**config.mk**
```make
export PLATFORM = sky130hd
export DESIGN_NAME = mc_control
export DESIGN_NICKNAME = d
export VERILOG_FILES = /design/src/rtl/mc_control.sv
export SDC_FILE = /design/constraint.sdc
export NUM_CORES = 1
export LEC_CHECK = 0
export ABC_AREA = 1
export BUFFER_PORTS_ARGS = -buffer_cell sky130_fd_sc_hd__buf_4
export CAP_MARGIN = 20
export CELL_PAD_IN_SITES_DETAIL_PLACEMENT = 1
export CELL_PAD_IN_SITES_GLOBAL_PLACEMENT = 2
export CORE_ASPECT_RATIO = 1.25
export CORE_UTILIZATION = 27
export DETAILED_ROUTE_END_ITERATION = 12
export GPL_ROUTABILITY_DRIVEN = 0
export PLACE_DENSITY = 0.82
export RECOVER_POWER = 25
export SYNTH_ARGS = -nofsm -noshare
export SYNTH_HDL_FRONTEND = slang
export SYNTH_SLANG_ARGS = --single-unit
```
**constraint.sdc**
```tcl
create_clock -name clk -period 5.85 [get_ports clk]
set_clock_uncertainty 0.05 [all_clocks]
set_input_delay 1.755 -clock clk [delete_from_list [all_inputs] [get_ports clk]]
set_output_delay 1.755 -clock clk [all_outputs]
set_load 0.02 [all_outputs]
```
**src/rtl/mc_control.sv**
```systemverilog
`default_nettype none
// ============================================================================
// Module   : mc_control
// Brief    : Multicycle MIPS control FSM. Sequences each instruction through
//            FETCH, DECODE, EXEC, MEM, WB (and MUL when enabled), drives the
//            datapath strobes and pulses illegal on undecodable encodings.
//            Optional macro MC_CONTROL_MULDIV_EN adds mult/mflo/mfhi support.
// Revision : 1.0 - initial release
// ============================================================================
module mc_control #(
    parameter int MUL_CYCLES = 32
) (
    input  logic       clk,
    input  logic       reset,
    input  logic [5:0] opcode,
    input  logic [5:0] func,
    input  logic       zero,
    input  logic       mem_ready,
    output logic [4:0] alufn,
    output logic       mem_req,
    output logic       mem_we,
    output logic       f_iord,
    output logic       ir_we,
    output logic       pc_we,
    output logic       reg_we,
    output logic [1:0] pc_src,
    output logic       f_dst_rt_rd,
    output logic       f_zeroextend,
    output logic       f_shiftval,
    output logic       f_alusrc,
    output logic       f_mem2reg,
    output logic       f_lui,
    output logic       f_link,
    output logic       mul_start,
    output logic       hilo_we,
    output logic       f_hilo,
    output logic       f_hi,
    output logic       illegal,
    output logic [2:0] state
);

    typedef enum logic [2:0] {
        S_FETCH  = 3'd0,
        S_DECODE = 3'd1,
        S_EXEC   = 3'd2,
        S_MEM    = 3'd3,
        S_WB     = 3'd4,
        S_MUL    = 3'd5
    } state_t;

    typedef enum logic [3:0] {
        C_ILLEGAL, C_J, C_JAL, C_JR, C_LUI, C_RALU, C_IALU,
        C_BEQ, C_BNE, C_LW, C_SW, C_MULT, C_MFLO, C_MFHI
    } iclass_t;

    localparam logic [4:0] c_alu_add = 5'b00001;
    localparam logic [4:0] c_alu_sub = 5'b10001;
    localparam logic [4:0] c_alu_and = 5'b00000;
    localparam logic [4:0] c_alu_or  = 5'b00100;
    localparam logic [4:0] c_alu_xor = 5'b01000;
    localparam logic [4:0] c_alu_sll = 5'b00010;
    localparam logic [4:0] c_alu_sra = 5'b01010;
    localparam logic [4:0] c_alu_srl = 5'b01110;
    localparam logic [4:0] c_alu_slt = 5'b10011;
    localparam logic [5:0] c_mul_load = 6'(MUL_CYCLES - 1);

    state_t     r_state;
    logic       r_run;      // low during reset and until the first edge after release
    logic [5:0] r_mul_cnt;

    iclass_t    w_class;
    logic [4:0] w_alufn;
    logic       w_shift;
    logic       w_zext;

    assign state = r_state;

    // Classify the instruction held in the IR fields
    always_comb begin
        w_class = C_ILLEGAL;
        w_alufn = 5'b00000;
        w_shift = 1'b0;
        w_zext  = 1'b0;
        case (opcode)
            6'h00: begin
                case (func)
                    6'h20: begin w_class = C_RALU; w_alufn = c_alu_add; end
                    6'h22: begin w_class = C_RALU; w_alufn = c_alu_sub; end
                    6'h24: begin w_class = C_RALU; w_alufn = c_alu_and; end
                    6'h25: begin w_class = C_RALU; w_alufn = c_alu_or;  end
                    6'h26: begin w_class = C_RALU; w_alufn = c_alu_xor; end
                    6'h2a: begin w_class = C_RALU; w_alufn = c_alu_slt; end
                    6'h00: begin w_class = C_RALU; w_alufn = c_alu_sll; w_shift = 1'b1; end
                    6'h02: begin w_class = C_RALU; w_alufn = c_alu_srl; w_shift = 1'b1; end
                    6'h03: begin w_class = C_RALU; w_alufn = c_alu_sra; w_shift = 1'b1; end
                    6'h04: begin w_class = C_RALU; w_alufn = c_alu_sll; end
                    6'h06: begin w_class = C_RALU; w_alufn = c_alu_srl; end
                    6'h08: w_class = C_JR;
`ifdef MC_CONTROL_MULDIV_EN
                    6'h18: w_class = C_MULT;
                    6'h12: w_class = C_MFLO;
                    6'h10: w_class = C_MFHI;
`endif
                    default: w_class = C_ILLEGAL;
                endcase
            end
            6'h02: w_class = C_J;
            6'h03: w_class = C_JAL;
            6'h04: w_class = C_BEQ;
            6'h05: w_class = C_BNE;
            6'h08: begin w_class = C_IALU; w_alufn = c_alu_add; end
            6'h0a: begin w_class = C_IALU; w_alufn = c_alu_slt; end
            6'h0c: begin w_class = C_IALU; w_alufn = c_alu_and; w_zext = 1'b1; end
            6'h0d: begin w_class = C_IALU; w_alufn = c_alu_or;  w_zext = 1'b1; end
            6'h0e: begin w_class = C_IALU; w_alufn = c_alu_xor; w_zext = 1'b1; end
            6'h0f: w_class = C_LUI;
            6'h23: w_class = C_LW;
            6'h2b: w_class = C_SW;
            default: w_class = C_ILLEGAL;
        endcase
    end

    // State sequencing, multiply counter and run flag
    always_ff @(posedge clk or posedge reset) begin
        if (reset) begin
            r_state   <= S_FETCH;
            r_run     <= 1'b0;
            r_mul_cnt <= c_mul_load;
        end else begin
            r_run <= 1'b1;
            case (r_state)
                S_FETCH: if (r_run && mem_ready) r_state <= S_DECODE;
                S_DECODE: begin
                    case (w_class)
                        C_J, C_JAL, C_JR, C_LUI, C_ILLEGAL: r_state <= S_FETCH;
                        C_MULT: begin
                            r_state   <= S_MUL;
                            r_mul_cnt <= c_mul_load;
                        end
                        default: r_state <= S_EXEC;
                    endcase
                end
                S_EXEC: r_state <= (w_class == C_LW || w_class == C_SW) ? S_MEM : S_FETCH;
                S_MEM: if (mem_ready) r_state <= (w_class == C_SW) ? S_FETCH : S_WB;
                S_WB: r_state <= S_FETCH;
                S_MUL: begin
                    if (r_mul_cnt == 6'd0) r_state <= S_FETCH;
                    else r_mul_cnt <= r_mul_cnt - 6'd1;
                end
                default: r_state <= S_FETCH;
            endcase
        end
    end

    // Datapath strobes; zero and mem_ready feed through combinationally
    always_comb begin
        alufn        = 5'b00000;
        mem_req      = 1'b0;
        mem_we       = 1'b0;
        f_iord       = 1'b0;
        ir_we        = 1'b0;
        pc_we        = 1'b0;
        reg_we       = 1'b0;
        pc_src       = 2'd0;
        f_dst_rt_rd  = 1'b0;
        f_zeroextend = 1'b0;
        f_shiftval   = 1'b0;
        f_alusrc     = 1'b0;
        f_mem2reg    = 1'b0;
        f_lui        = 1'b0;
        f_link       = 1'b0;
        mul_start    = 1'b0;
        hilo_we      = 1'b0;
        f_hilo       = 1'b0;
        f_hi         = 1'b0;
        illegal      = 1'b0;
        if (r_run) begin
            case (r_state)
                S_FETCH: begin
                    mem_req = 1'b1;
                    ir_we   = mem_ready;
                    pc_we   = mem_ready;
                end
                S_DECODE: begin
                    case (w_class)
                        C_J:   begin pc_we = 1'b1; pc_src = 2'd2; end
                        C_JAL: begin pc_we = 1'b1; pc_src = 2'd2; reg_we = 1'b1; f_link = 1'b1; end
                        C_JR:  begin pc_we = 1'b1; pc_src = 2'd3; end
                        C_LUI: begin reg_we = 1'b1; f_lui = 1'b1; end
                        C_ILLEGAL: illegal = 1'b1;
`ifdef MC_CONTROL_MULDIV_EN
                        C_MULT: mul_start = 1'b1;
`endif
                        default: ;
                    endcase
                end
                S_EXEC: begin
                    case (w_class)
                        C_RALU: begin
                            alufn       = w_alufn;
                            reg_we      = 1'b1;
                            f_dst_rt_rd = 1'b1;
                            f_shiftval  = w_shift;
                        end
                        C_IALU: begin
                            alufn        = w_alufn;
                            reg_we       = 1'b1;
                            f_alusrc     = 1'b1;
                            f_zeroextend = w_zext;
                        end
                        C_BEQ: begin alufn = c_alu_sub; pc_we = zero;  pc_src = 2'd1; end
                        C_BNE: begin alufn = c_alu_sub; pc_we = !zero; pc_src = 2'd1; end
                        C_LW, C_SW: begin alufn = c_alu_add; f_alusrc = 1'b1; end
`ifdef MC_CONTROL_MULDIV_EN
                        C_MFLO: begin reg_we = 1'b1; f_dst_rt_rd = 1'b1; f_hilo = 1'b1; end
                        C_MFHI: begin reg_we = 1'b1; f_dst_rt_rd = 1'b1; f_hilo = 1'b1; f_hi = 1'b1; end
`endif
                        default: ;
                    endcase
                end
                S_MEM: begin
                    mem_req = 1'b1;
                    f_iord  = 1'b1;
                    mem_we  = (w_class == C_SW);
                end
                S_WB: begin
                    reg_we    = 1'b1;
                    f_mem2reg = 1'b1;
                end
                S_MUL: begin
`ifdef MC_CONTROL_MULDIV_EN
                    hilo_we = (r_mul_cnt == 6'd0);
`endif
                end
                default: ;
            endcase
        end
    end

endmodule
`default_nettype wire

```
## After elaboration in Yosys (flattened, before gate mapping)

Index checks and enable logic that the tools add are counted.

| storage, ports and cells | value |
|---|---|
| output and inout bits | 28 |
| bits in registers | 10 |
| bits in latches | 0 |
| input bits | 16 |
| bits in writable memories | 0 |
| logic and storage cells | 137 |
| memories kept | 0 |
| memory bits (read-only) | 0 |

| operators by class | value |
|---|---|
| equal/unequal tests | 44 |
| bitwise operators | 0 |
| reduce and logical (&&, ||, !) cells | 26 |
| multiplexer cells | 63 |
| shifts and indexed selects | 0 |
| add/sub/neg operators | 1 |
| multiply operators | 0 |
| divide/modulo/power cells | 0 |
| order comparisons | 0 |

Operators by type and width:

| kind | number |
|---|---|
| $eq A6 B6 Y1 const B | 8 |
| $eq A6 B4 Y1 const B | 7 |
| $mux W1 | 40 |
| $pmux W5 S8 | 1 |
| $pmux W4 S9 | 1 |
| $pmux W5 S5 | 1 |
| $eq A6 B2 Y1 const B | 4 |
| $eq A6 B3 Y1 const B | 4 |
| $logic_not A6 Y1 | 3 |
| $eq A4 B3 Y1 const B | 4 |
| $eq A4 B4 Y1 const B | 4 |
| $reduce_or A2 Y1 | 8 |
| $pmux W3 S5 | 1 |
| $pmux W5 S3 | 1 |
| $mux W3 | 4 |
| $mux W6 | 2 |
| $pmux W3 S2 | 2 |
| $pmux W6 S2 | 1 |
| $reduce_or A3 Y1 | 4 |
| $reduce_or A11 Y1 | 1 |
| $mux W5 | 2 |
| $reduce_or A5 Y1 | 2 |
| $eq A4 B2 Y1 const B | 2 |
| $ne A2 B2 Y1 const B | 4 |
| other kinds (17) | 23 |

## Logic depth before layout (Yosys ltp)

| logic depth | value |
|---|---|
| word-level depth | 9 |
| gate-level depth with buffers | 12 |
| gate-level depth less buffers | 12 |

## Least setup slack after synthesis

OpenSTA, ideal clock, no wires.

| timing path | value |
|---|---|
| kind | in2out |
| start | in opcode[1] |
| end | out illegal |
| data arrival time | 2846 ps |
| slack | 1199 ps |
| path buffers | 0 |
| stages | 7 |
| data required time | 4045 ps |
| cells stage by stage | nand2_1 inv_2 nand3_1 nand2_1 nor3_2 nand4_1 nor3_1 |

| between the ends | value |
|---|---|
| word-level cells in the longest chain between the ends | 7 |
| elaborated cells on any way between the ends | 19 |
| classes of those cells | eq/ne: 12; mux: 4; reduce/logical: 3 |

RTL lines:

| what | RTL line | RTL |
|---|---|---|
| start, declared | 15 | `input logic [5:0] opcode,` |
| $eq A6 B4 Y1 | 84 | `case (opcode)` |
| $reduce_or A5 Y1 (no line) | n/a |  |
| $pmux W4 S9 * | 84 |  |
| $logic_not A4 Y1 * | 185 | `case (w_class)` |
| $mux W1 * | 185 |  |
| $mux W1 * | 178 | `case (r_state)` |
| $mux W1 * | 177 | `if (r_run) begin` |
| end, declared | 38 | `output logic illegal,` |

Every way passes the cells marked *; elsewhere a longest branch is shown, timed or not.

## Worst setup path in the final report

| timing path | value |
|---|---|
| start | in func[2] |
| end | out alufn[1] |

| between the ends | value |
|---|---|
| word-level cells in the longest chain between the ends | 9 |
| elaborated cells on any way between the ends | 31 |
| classes of those cells | eq/ne: 17; mux: 7; reduce/logical: 7 |

RTL lines:

| what | RTL line | RTL |
|---|---|---|
| start, declared | 16 | `input logic [5:0] func,` |
| $eq A6 B3 Y1, or another cell as far along | 86 | `case (func)` |
| $reduce_or A11 Y1 (no line) | n/a |  |
| $pmux W3 S2 | 86 |  |
| $pmux W4 S9 | 84 |  |
| $eq A4 B4 Y1 or $eq A4 B3 Y1 (tied branches) | 198 | `case (w_class)` |
| $reduce_or A2 Y1, on equally long branches | n/a |  |
| $pmux W5 S3 * | 198 |  |
| $mux W5 * | 178 |  |
| $mux W5 * | 177 |  |
| end, declared | 19 | `output logic [4:0] alufn,` |

Marked as above.

==> results.md <==
- Status: finished, final reports clean
- Die area: 4970 um^2
- Via density: 4.69
- Starting Density: 0.284
- WL per Instance: 12.2 um
- Setup CP Type: in2out
- Post-CTS setup buffer count: 0
- #FFs+latches synth: 10
- Most used DFF post-synth: dfstp_2
- Asr flop ratio synth: 1.00
- Die H: 78.6 um
- Post-CTS Resized: 0
- PortBufs: 39
- Fin. Hold Viols: 0
- Leak: 0.899 nW
- Yosys warning count: 0
- Area Growth Syn to Fin: 30.2%
- Routed vias: 1443
- Drc violations: 0
- Post-placement cell area: 1610 um^2
- Clock slew at reported path FFs: 0.05 ns
- Peak supply drop: 0.0532 mV
- Die span in x: 63.3 um
- Hold Crit Depth: 1
- Final WL: 3770 um
- First-pass GRT wire length: 6410 um
- Sink Count: 10
- Max_cap viols: 0
- Antenna-violating nets left: 0
- Gate Count Post-Synth: 209
- GRT Residual Overflow: 0
- Worst setup SP type: primary input
- CP startpoint: func[2]
- Post-synthesis cell area: 1270 um^2
- Router iterations before antenna repair: 2
- Top-area cell type share of the netlist area: 0.113
- Nets: 269
- First DRT Iteration DRCs: 37
- Cells on worst reg2reg path: 8
- CTS H-Tree Depth: 1
- Endpoints failing setup: 0
- TritonCTS Buffers: 3
- Final Cell Area: 1650 um^2
- Reg-to-Reg Start: r_mul_cnt[0]$_DFFE_PP1P_
- Syn avg cell area: 6.06 um^2
- Layout Utilization: 0.370
- Vias in the first global route: 1453
- Fillers: 626
- HPWL after detailed placement: 3220 um
- CP endpoint: alufn[1]
- Area leader, netlist: nand2_1
- Total track usage: 0.158
- CTS tree: done
- Layout cells sized above 1: 0.280
- Fin Hold WS: 0.446 ns
- Unrepaired setup endpoints after global routing: no
- R2r setup slk: 4.05 ns
- Skew-Pair Late Insertion Delay: 0.24 ns
- Post-synth EDFFs: 0
- R2R Path End: r_mul_cnt[5]$_DFFE_PP0P_
- Fin crit period: 4.88 ns
- Commonest non-fill, non-tap cells in the layout: nand2_1 (38), buf_4 (38), inv_1 (33)
- PnR Total Power: 0.285 mW
- N_diodes: 0
- Register area share after synthesis: 0.203
- Initial antenna violation count: 0
- Num rows: 27
- Setup TNS: 0 ns
- FMAX: 205 MHz
- Pwr Density: 173 nW/um^2
- CTS max path bufs: 2
- Synth cell types: 34
- Io pins: 44
- CTS root buf: clkbuf_8
- Core Region: 4460 um^2
- Final Max Slew Viols: 0
- Largest net degree at the start of global routing: 12
- CP arrival: 3.07 ns
- Cts hold-fix bufs: 0
- Final Cycle Share: 0.834
- Crit-path max FO: 6
- CP endpoint kind: primary output
- Area contributors post-synth: nand2_1 (11%), dfstp_2 (10%), dfrtp_1 (9.9%), inv_1 (9.5%), nand3_1 (9.1%)
- CP required: 4.05 ns
- Hold Crit Class: reg2reg
## synthesized netlist by cell type (all sizes together), types with 4 or more instances
library cell  instances
nand2                41
nor2                 37
inv                  36
nand3                29
nor3                 10
o21ai                10
nand4                 6
a21oi                 5
dfrtp                 5
dfstp                 5
buf                   4
## metrics by stage
stage / worst slack [ns] / std cells
global placement: 0.935 / 304
CTS: 0.942 / 308
finish: 0.971 / 308
global route: 0.792 / 308
detailed placement: 0.954 / 304
floorplan: 1.20 / 212
## kinds of logic (layout without fill, tap and decap cells)
| kind of cell | count (synthesis) | in the layout | synth area share |
|---|---|---|---|
| AO/OA/AOI/OAI | 22 | 22 | 0.0998 |
| XOR/XNOR | 3 | 3 | 0.0208 |
| adder cells (fa/ha/maj) | 2 | 2 | 0.0198 |
| buffers and inverters | 44 | 82 | 0.143 |
| flip-flops | 10 | 10 | 0.203 |
| other | 2 | 5 | 0.00593 |
| AND/OR/NAND/NOR | 126 | 126 | 0.508 |
## how the worst min path moves through the flow
stage,startpoint,end,slack (ns)
after global placement,r_mul_cnt[5]$_DFFE_PP0P_,r_mul_cnt[5]$_DFFE_PP0P_,0.41
after detailed placement,r_mul_cnt[5]$_DFFE_PP0P_,r_mul_cnt[5]$_DFFE_PP0P_,0.44
after CTS,r_mul_cnt[5]$_DFFE_PP0P_,r_mul_cnt[5]$_DFFE_PP0P_,0.45
after floorplan,r_mul_cnt[5]$_DFFE_PP0P_,r_mul_cnt[5]$_DFFE_PP0P_,0.39
after global routing,r_mul_cnt[5]$_DFFE_PP0P_,r_mul_cnt[5]$_DFFE_PP0P_,0.48
final,r_mul_cnt[5]$_DFFE_PP0P_,r_mul_cnt[5]$_DFFE_PP0P_,0.45
## state kept, by name (all words and copies together), names as in the netlist
register   cells
r_run          1
r_mul_cnt      6
state          3
## worst max-delay path: stages
cell     delay [ns]
buf_4          0.12
nor2_1         0.20
nand3_2        0.13
nand2_1        0.08
inv_1          0.04
nand3_2        0.07
nand2_4        0.08
nand2_2        0.06
nand2_2        0.06
nor2_2         0.12
nand2_1        0.10
nor2_1         0.11
buf_4          0.15
## final cells by class
cell class              count  area [um^2]  area share
flip-flops and latches     10          256       0.156
repair buffers             39          293       0.178
multi-input cells         158          835       0.506
inverters                  39          148      0.0895
clock buffers               4         45.0      0.0273
well taps                  58         72.6      0.0440
## per-layer routing
metal | global-route usage | up-vias | routed length, um
met3 | 0.0131 | 5 | 93
li1 | - | 746 | -
met2 | 0.319 | 24 | 2050
met1 | 0.173 | 668 | 1600
met5 | 0 | - | 0
met4 | 0.0341 | 0 | 29
## report_power, final
group / internal, mW / switching [mW]
combinational: 0.0444 / 0.0825
clock: 0.0477 / 0.0270
sequential: 0.0751 / 0.00789
total: 0.167 / 0.117
Note: power is estimated with default switching activity, not from simulation.
